**config.mk**
```make
export PLATFORM = sky130hd
export DESIGN_NAME = wr_512b_to_bram
export DESIGN_NICKNAME = d
export VERILOG_FILES = /design/src/rtl/wr_512b_to_bram_pkg.sv /design/src/rtl/wr_512b_to_bram.sv
export SDC_FILE = /design/constraint.sdc
export NUM_CORES = 1
export LEC_CHECK = 0
export CAP_MARGIN = 20
export CELL_PAD_IN_SITES_DETAIL_PLACEMENT = 0
export CELL_PAD_IN_SITES_GLOBAL_PLACEMENT = 2
export CORE_MARGIN = 1
export CORE_UTILIZATION = 45
export CTS_CLUSTER_DIAMETER = 50
export DETAILED_ROUTE_END_ITERATION = 7
export DONT_BUFFER_PORTS = 1
export GPL_ROUTABILITY_DRIVEN = 0
export PLACE_DENSITY = 0.84
export SETUP_SLACK_MARGIN = 0.5
export SLEW_MARGIN = 20
export SYNTH_ARGS = -nofsm -noshare
export SYNTH_HDL_FRONTEND = slang
export SYNTH_SLANG_ARGS = --single-unit
export TNS_END_PERCENT = 20
```
**constraint.sdc**
```tcl
create_clock -name i_clk -period 4.1 [get_ports i_clk]
set_input_delay 0.41 -clock i_clk [delete_from_list [all_inputs] [get_ports i_clk]]
set_output_delay 0.41 -clock i_clk [all_outputs]
set_load 0.01 [all_outputs]
```
**src/rtl/wr_512b_to_bram_pkg.sv**
```systemverilog
// Shared constants and helpers for the connected-domain filter row datapath.
// Used by both the 512-bit row reader and the row writer.
package wr_512b_to_bram_pkg;

    localparam int DATA_W        = 32;
    localparam int WORDS_PER_ROW = 16;
    localparam int ROW_W         = 9;
    localparam int K_W           = $clog2(WORDS_PER_ROW);
    localparam int ADDR_W        = ROW_W + K_W;
    localparam int ROW_BITS      = DATA_W * WORDS_PER_ROW;

    localparam logic [K_W-1:0] K_LAST = K_W'(WORDS_PER_ROW - 1);

    typedef enum logic [1:0] {
        ST_IDLE   = 2'd0,
        ST_WR_REQ = 2'd1,
        ST_WR_REL = 2'd2,
        ST_DONE   = 2'd3
    } wr_state_e;

    // Concatenation, not addition: a row's words can never spill into the next row.
    function automatic logic [ADDR_W-1:0] row_word_addr(
        input logic [ROW_W-1:0] row,
        input logic [K_W-1:0]   k
    );
        return {row, k};
    endfunction

endpackage

```
**src/rtl/wr_512b_to_bram.sv**
```systemverilog
// Row writer: stores one latched 512-bit row into the TOP BRAM as 16
// ascending 32-bit word writes over a four-phase trig/done handshake.
module wr_512b_to_bram
    import wr_512b_to_bram_pkg::*;
(
    input  logic                i_clk,
    input  logic                i_rstn,
    input  logic                i_trig,
    output logic                o_done,
    output logic                o_busy,
    input  logic [ROW_W-1:0]    i_wr_row_num,
    input  logic [ROW_BITS-1:0] i_wr_data_512b,
    output logic [ADDR_W-1:0]   o_wr_to_bram_addr,
    output logic [DATA_W-1:0]   o_wr_to_bram_data,
    output logic                o_wr_to_bram_trig,
    input  logic                i_wr_to_bram_done
);

    wr_state_e             state_q, state_d;
    logic [ROW_W-1:0]      row_q, row_d;
    logic [ROW_BITS-1:0]   data_q, data_d;
    logic [K_W-1:0]        k_q, k_d;
    logic [ADDR_W-1:0]     addr_q, addr_d;
    logic [DATA_W-1:0]     wdata_q, wdata_d;
    logic                  trig_q, trig_d;
    logic                  done_q, done_d;
    logic                  busy_q, busy_d;

    always_ff @(posedge i_clk or negedge i_rstn) begin
        if (!i_rstn) begin
            state_q <= ST_IDLE;
            row_q   <= '0;
            data_q  <= '0;
            k_q     <= '0;
            addr_q  <= '0;
            wdata_q <= '0;
            trig_q  <= 1'b0;
            done_q  <= 1'b0;
            busy_q  <= 1'b0;
        end else begin
            state_q <= state_d;
            row_q   <= row_d;
            data_q  <= data_d;
            k_q     <= k_d;
            addr_q  <= addr_d;
            wdata_q <= wdata_d;
            trig_q  <= trig_d;
            done_q  <= done_d;
            busy_q  <= busy_d;
        end
    end

    always_comb begin
        state_d = state_q;
        row_d   = row_q;
        data_d  = data_q;
        k_d     = k_q;
        addr_d  = addr_q;
        wdata_d = wdata_q;
        trig_d  = trig_q;
        done_d  = done_q;

        unique case (state_q)
            ST_IDLE: begin
                done_d = 1'b0;
                trig_d = 1'b0;
                if (i_trig) begin
                    row_d   = i_wr_row_num;
                    data_d  = i_wr_data_512b;
                    k_d     = '0;
                    addr_d  = row_word_addr(i_wr_row_num, '0);
                    wdata_d = i_wr_data_512b[DATA_W-1:0];
                    trig_d  = 1'b1;
                    state_d = ST_WR_REQ;
                end
            end
            ST_WR_REQ: begin
                if (i_wr_to_bram_done) begin
                    trig_d  = 1'b0;
                    state_d = ST_WR_REL;
                end
            end
            ST_WR_REL: begin
                // Next word is only requested once the controller has released done.
                if (!i_wr_to_bram_done) begin
                    if (k_q == K_LAST) begin
                        done_d  = 1'b1;
                        state_d = ST_DONE;
                    end else begin
                        k_d     = k_q + 1'b1;
                        addr_d  = row_word_addr(row_q, k_d);
                        wdata_d = data_q[int'(k_d)*DATA_W +: DATA_W];
                        trig_d  = 1'b1;
                        state_d = ST_WR_REQ;
                    end
                end
            end
            ST_DONE: begin
                done_d = 1'b1;
                if (!i_trig) begin
                    done_d  = 1'b0;
                    state_d = ST_IDLE;
                end
            end
            default: begin
                state_d = ST_IDLE;
            end
        endcase

        busy_d = (state_d != ST_IDLE);
    end

    assign o_done            = done_q;
    assign o_busy            = busy_q;
    assign o_wr_to_bram_addr = addr_q;
    assign o_wr_to_bram_data = wdata_q;
    assign o_wr_to_bram_trig = trig_q;

endmodule

```
==> results.md, run 1 <==
* Initial Utilization at 45.9%
* Synth area leaders: dfrtp_1 (55%), mux2_2 (24%), mux4_1 (6.0%)
* Syn avg cell area at 16.2 µm²
* Post-synth ARST share at between 90% and 100%
* Post-DP HPWL at 49.8 mm
* Die Ht at 243 µm
* CTS Buf Count at 71
* Outcome: aborted with a tool error
* Mapped cell area at 26,100 µm²
* Main flop type after synthesis: dfrtp_1
* Clk sinks at 571
* Fail Step: 4_1_cts
* Row cnt at 87
* Seq/Total Area, Yosys at a little over half
* Num ports at 573
* Synth warn at 0
* Yosys cell types at 35
* Die width at 243 µm
* Top-area cell type share of the netlist area at 54.8%
* Yosys top cell by area: dfrtp_1
* Post-CTS setup buffer count at 0
* Post-cts sizing count at 0
* Htree depth at 3
* Err: [ERROR RSZ-0060] Max buffer count reached.
* Max Buffers Root-to-Sink at 3
* DP Cell Count at 2,269
* Synth Instances at 1,606
* Port bufs at 0
* #FFs+latches synth at 571
* EDFF count, synth at 0
* Syn_nets at around 2,100
* Post-CTS Hold Buffers at 479
* Root Buffer Master: clkbuf_16
[synth_stat cells, types with 2 or more instances]
master / number
a21oi_1: 36
o21ai_0: 9
mux4_1: 60
nand3_1: 3
nor3b_1: 32
buf_1: 4
nand2_1: 19
buf_6: 10
mux2i_1: 74
buf_2: 77
mux4_2: 68
o21ai_1: 36
buf_12: 7
mux2_2: 553
nor2_1: 3
clkbuf_1: 15
nand2b_1: 3
inv_1: 3
dfrtp_1: 571
ha_1: 7
a21o_1: 2
[metrics by stage]
| step | util (%) | setup slack [ns] | instance area, µm² |
|---|---|---|---|
| detailed placement | 46.8 | 0.894 | 26600 |
| floorplan | - | 2.14 | 26100 |
| global placement | 46.8 | 0.897 | 26600 |
[cell families after synthesis]
family | count (synthesis) | share of synthesized area, %
muxes | 755 | 38.6
DFF | 571 | 54.8
buffers and inverters | 118 | 2.85
AOI/OAI and AO/OA | 89 | 1.80
and+or+nand+nor | 64 | 1.47
adders and majority gates | 7 | 0.336
xor gates and xnor gates | 2 | 0.0960
==> inputs of run 2 (changes only) <==
CELL_PAD_IN_SITES_DETAIL_PLACEMENT = not set   (was 0)
CELL_PAD_IN_SITES_GLOBAL_PLACEMENT = not set   (was 2)
CORE_UTILIZATION = 30   (was 45)
CTS_CLUSTER_DIAMETER = not set   (was 50)
PLACE_DENSITY = not set   (was 0.84)
PLACE_DENSITY_LB_ADDON = 0.15   (was not set)
SETUP_SLACK_MARGIN = not set   (was 0.5)
==> run 2 against run 1 <==
Compared with the run above:
- synthesized cell count unchanged
- synthesized area unchanged
- the flow now finishes, with violations (hold timing, slew limit)
==> results.md, run 2 <==
* #FFs+latches synth at between 500 and 600
* Hold Fails Final Rpt at 285
* Yosys top cell by area: dfrtp_1
* Placement Setup Slack at 0.876 ns
* Startpoint Class: flop
* Arr. time, crit path at 3.69 ns
* Internal at 0.0178 W
* Type of the worst min-delay path: in2async
* Worst slew pin tran at 3.05 ns
* Yosys cell types at 35
* Avg WL per Cell at 24.7 µm
* Final core occ at 40.4%
* Most common cell after layout, fill and taps aside: dfrtp_1
* Synth area leaders: dfrtp_1 (55%), mux2_2 (24%), mux4_1 (6.0%)
* Switch share at 32.3%
* Top cells by count, synth: dfrtp_1 (571), mux2_2 (553), buf_2 (77)
* Sequential share of power at 39.2%
* DRC at 0
* Layout cells sized above 1 at 35.1%
* Vias/cell at 4.78
* Highest Clock Rate at around 310 MHz
* Post-DP HPWL at 56.4 mm
* Total Routing Usage GR at 18.7%
* Tmin final at 3.25 ns
* Synth Instances at 1,606
* Port bufs at 0
* Post-cts sizing count at 0
* Min Hold Slack at -0.471 ns
* CTS Buf Count at 69
* Most frequent cells in the layout: dfrtp_1 (570), mux2_2 (553), dlygate4sd3_1 (522)
* CTS clk-pin slew, worst paths at 0.06 ns
* Post-Synth XOR/XNOR Area at 0.0960%
* CTS tree: yes
* Worst r2r src: k_q[1]$_DFFE_PN0P_
* Core ar. at 85,700 µm²
* P per Cell Area at 759 nW/µm²
* Final nets at 2,638
* Post-CTS setup buffer count at 0
* Initial Utilization at 30.4%
* Routed wire length at 82.1 mm
* Worst vdd ir at between 0.0003 and 0.0004 V
* Multiplexer area fraction after synthesis at between 30% and 40%
* Post-CTS Hold Buffers at around 520
* Top-area cell type share of the netlist area at 54.8%
* Die width at slightly below 300 µm
* Seq/Total Area, Yosys at 54.8%
* FF-to-FF path depth at 6
* Post-Synth Simple-Gate Area at 1.47%
* Register with the highest flop count: data_q
* Main flop type after synthesis: dfrtp_1
* Post-synth ARST share at 100%
* Most common cell in the netlist: dfrtp_1
* Failing checks: hold timing, slew limit
* Detailed Route Iter0 Violations at about 860
* Die ar. at 88,100 µm²
* Vias in the first global route at 17,900
* Layout area overhead at 32.7%
* Initial antenna violation count at 27
* Critical path peak fanout at 35
* CP Class: reg2reg
* Wire length of the first global-routing pass at 123 mm
* Max-Cap Viols at 0
* Req. time, crit path at around 4.6 ns
* Row cnt at 107
* Clk pwr share at 23.3%
* Total leakage power at 14.4 nW
* Die Ht at slightly below 300 µm
* Pin count of the biggest net entering global routing at between 500 and 600
* Skew final at 0.0199 ns
* Share of total power in combinational logic at 37.5%
* Clk_lat worst skew at 0.62 ns
* Compound-gate portion of the synthesized area at 1.80%
* Worst Setup SP: k_q[1]$_DFFE_PN0P_
* Max Buffers Root-to-Sink at 3
* First drt pass iteration count at 4
* Largest family of logic cells by synthesized area: multiplexers
* Net switching power at 0.00848 W
* Mapped cell area at 26,100 µm²
* Final Slew Violations at 409
* Via Count at approximately 16,000
* Type of destination of the critical path: flop
* Num ports at 573
* RSZ-0062 raised after global routing: no
* Overall Power at about 0.026 W
* Relative slew slack at -103%
* Final setup vio count at 0
* Synth warn at 0
* Post-Synth Adder-Cell Area at 0.336%
* Root Buffer Master: clkbuf_16
* Syn_nets at 2,138
* Setup TNS at 0 ns
* Setup slack after layout at 0.853 ns
* Gr ovfl total at 0
* Largest register FFs at 512
* Antenna Nets Post-Route at 0
* EDFF count, synth at 0
* Clk sinks at between 500 and 600
* Fraction of the cycle the final worst path needs at 79.2%
* Htree depth at 3
* Outcome: finished, violations left
* Syn avg cell area at about 16 µm²
-- run 2: cell counts after synthesis --
Identical to the previous run, type by type.
-- run 2: cell families (layout without fill, tap and decap cells) --
| kind of cell | after synthesis | in the layout |
|---|---|---|
| buffers and inverters | 118 | 671 |
| DFF | 571 | 571 |
| AOI/OAI and AO/OA | 89 | 89 |
| adders and majority gates | 7 | 7 |
| other | 0 | 18 |
| xor gates and xnor gates | 2 | 2 |
| and+or+nand+nor | 64 | 64 |
| muxes | 755 | 755 |
-- run 2: cell type report --
class,count,area [µm²]
Inverter,3,11.3
Multi-Input combinational cell,917,11100
Clock buffer,107,2060
Antenna cell,18,45.0
Sequential cell,571,14300
Timing Repair Buffer,544,5480
Fill cell,7986,51100
Clock inverter,17,190
Tap cell,1144,1430
-- run 2: per-layer routing --
layer  track usage, %  up-vias  share of wire (%)
met5                0        -              0.017
met1             25.3     8234                 45
met3             4.12      117                5.5
met4             5.21        2                2.3
met2             29.9      454                 47
li1                 -     7081                  -
-- run 2: stage by stage --
step                      area (µm²)  instances
after floorplan                26100       1606
after global placement         27100       2657
after detailed placement       27100       2657
after CTS                      34600       3303
after global routing           34600       3319
final                          34600       3321
-- run 2: path summary, 6_finish.rpt --
check                                               endpoint  slack [ns]
max                        o_wr_to_bram_data[22]$_DFFE_PN0P_        0.85
min                                  data_q[441]$_DFFE_PN0P_       -0.47
max reg2reg                o_wr_to_bram_data[22]$_DFFE_PN0P_        0.85
min reg2reg                          data_q[389]$_DFFE_PN0P_        0.49
max in group asynchronous            data_q[121]$_DFFE_PN0P_        2.20
min in group i_clk                        o_done$_DFFE_PN0P_        0.09
-- run 2: power by group through the flow --
stage	clock, W	combinational (W)	sequential (W)
4_1_cts	0.00634	0.00999	0.0103
6_report	0.00612	0.00985	0.0103
3_3_place_gp	0	0.00932	0.0103
2_1_floorplan	0	0.00746	0.00953
3_5_place_dp	0	0.00950	0.0104
5_1_grt	0.00655	0.0106	0.0106
-- run 2: worst max-delay path, stage by stage (launching register included) --
cell and delay [ns]:
dfrtp_1 0.49, ha_4 0.69, buf_12 0.32, mux4_2 0.37
mux2i_1 0.78, mux2_2 0.31, o21ai_1 0.06
Note: power is estimated with default switching activity, not from simulation.
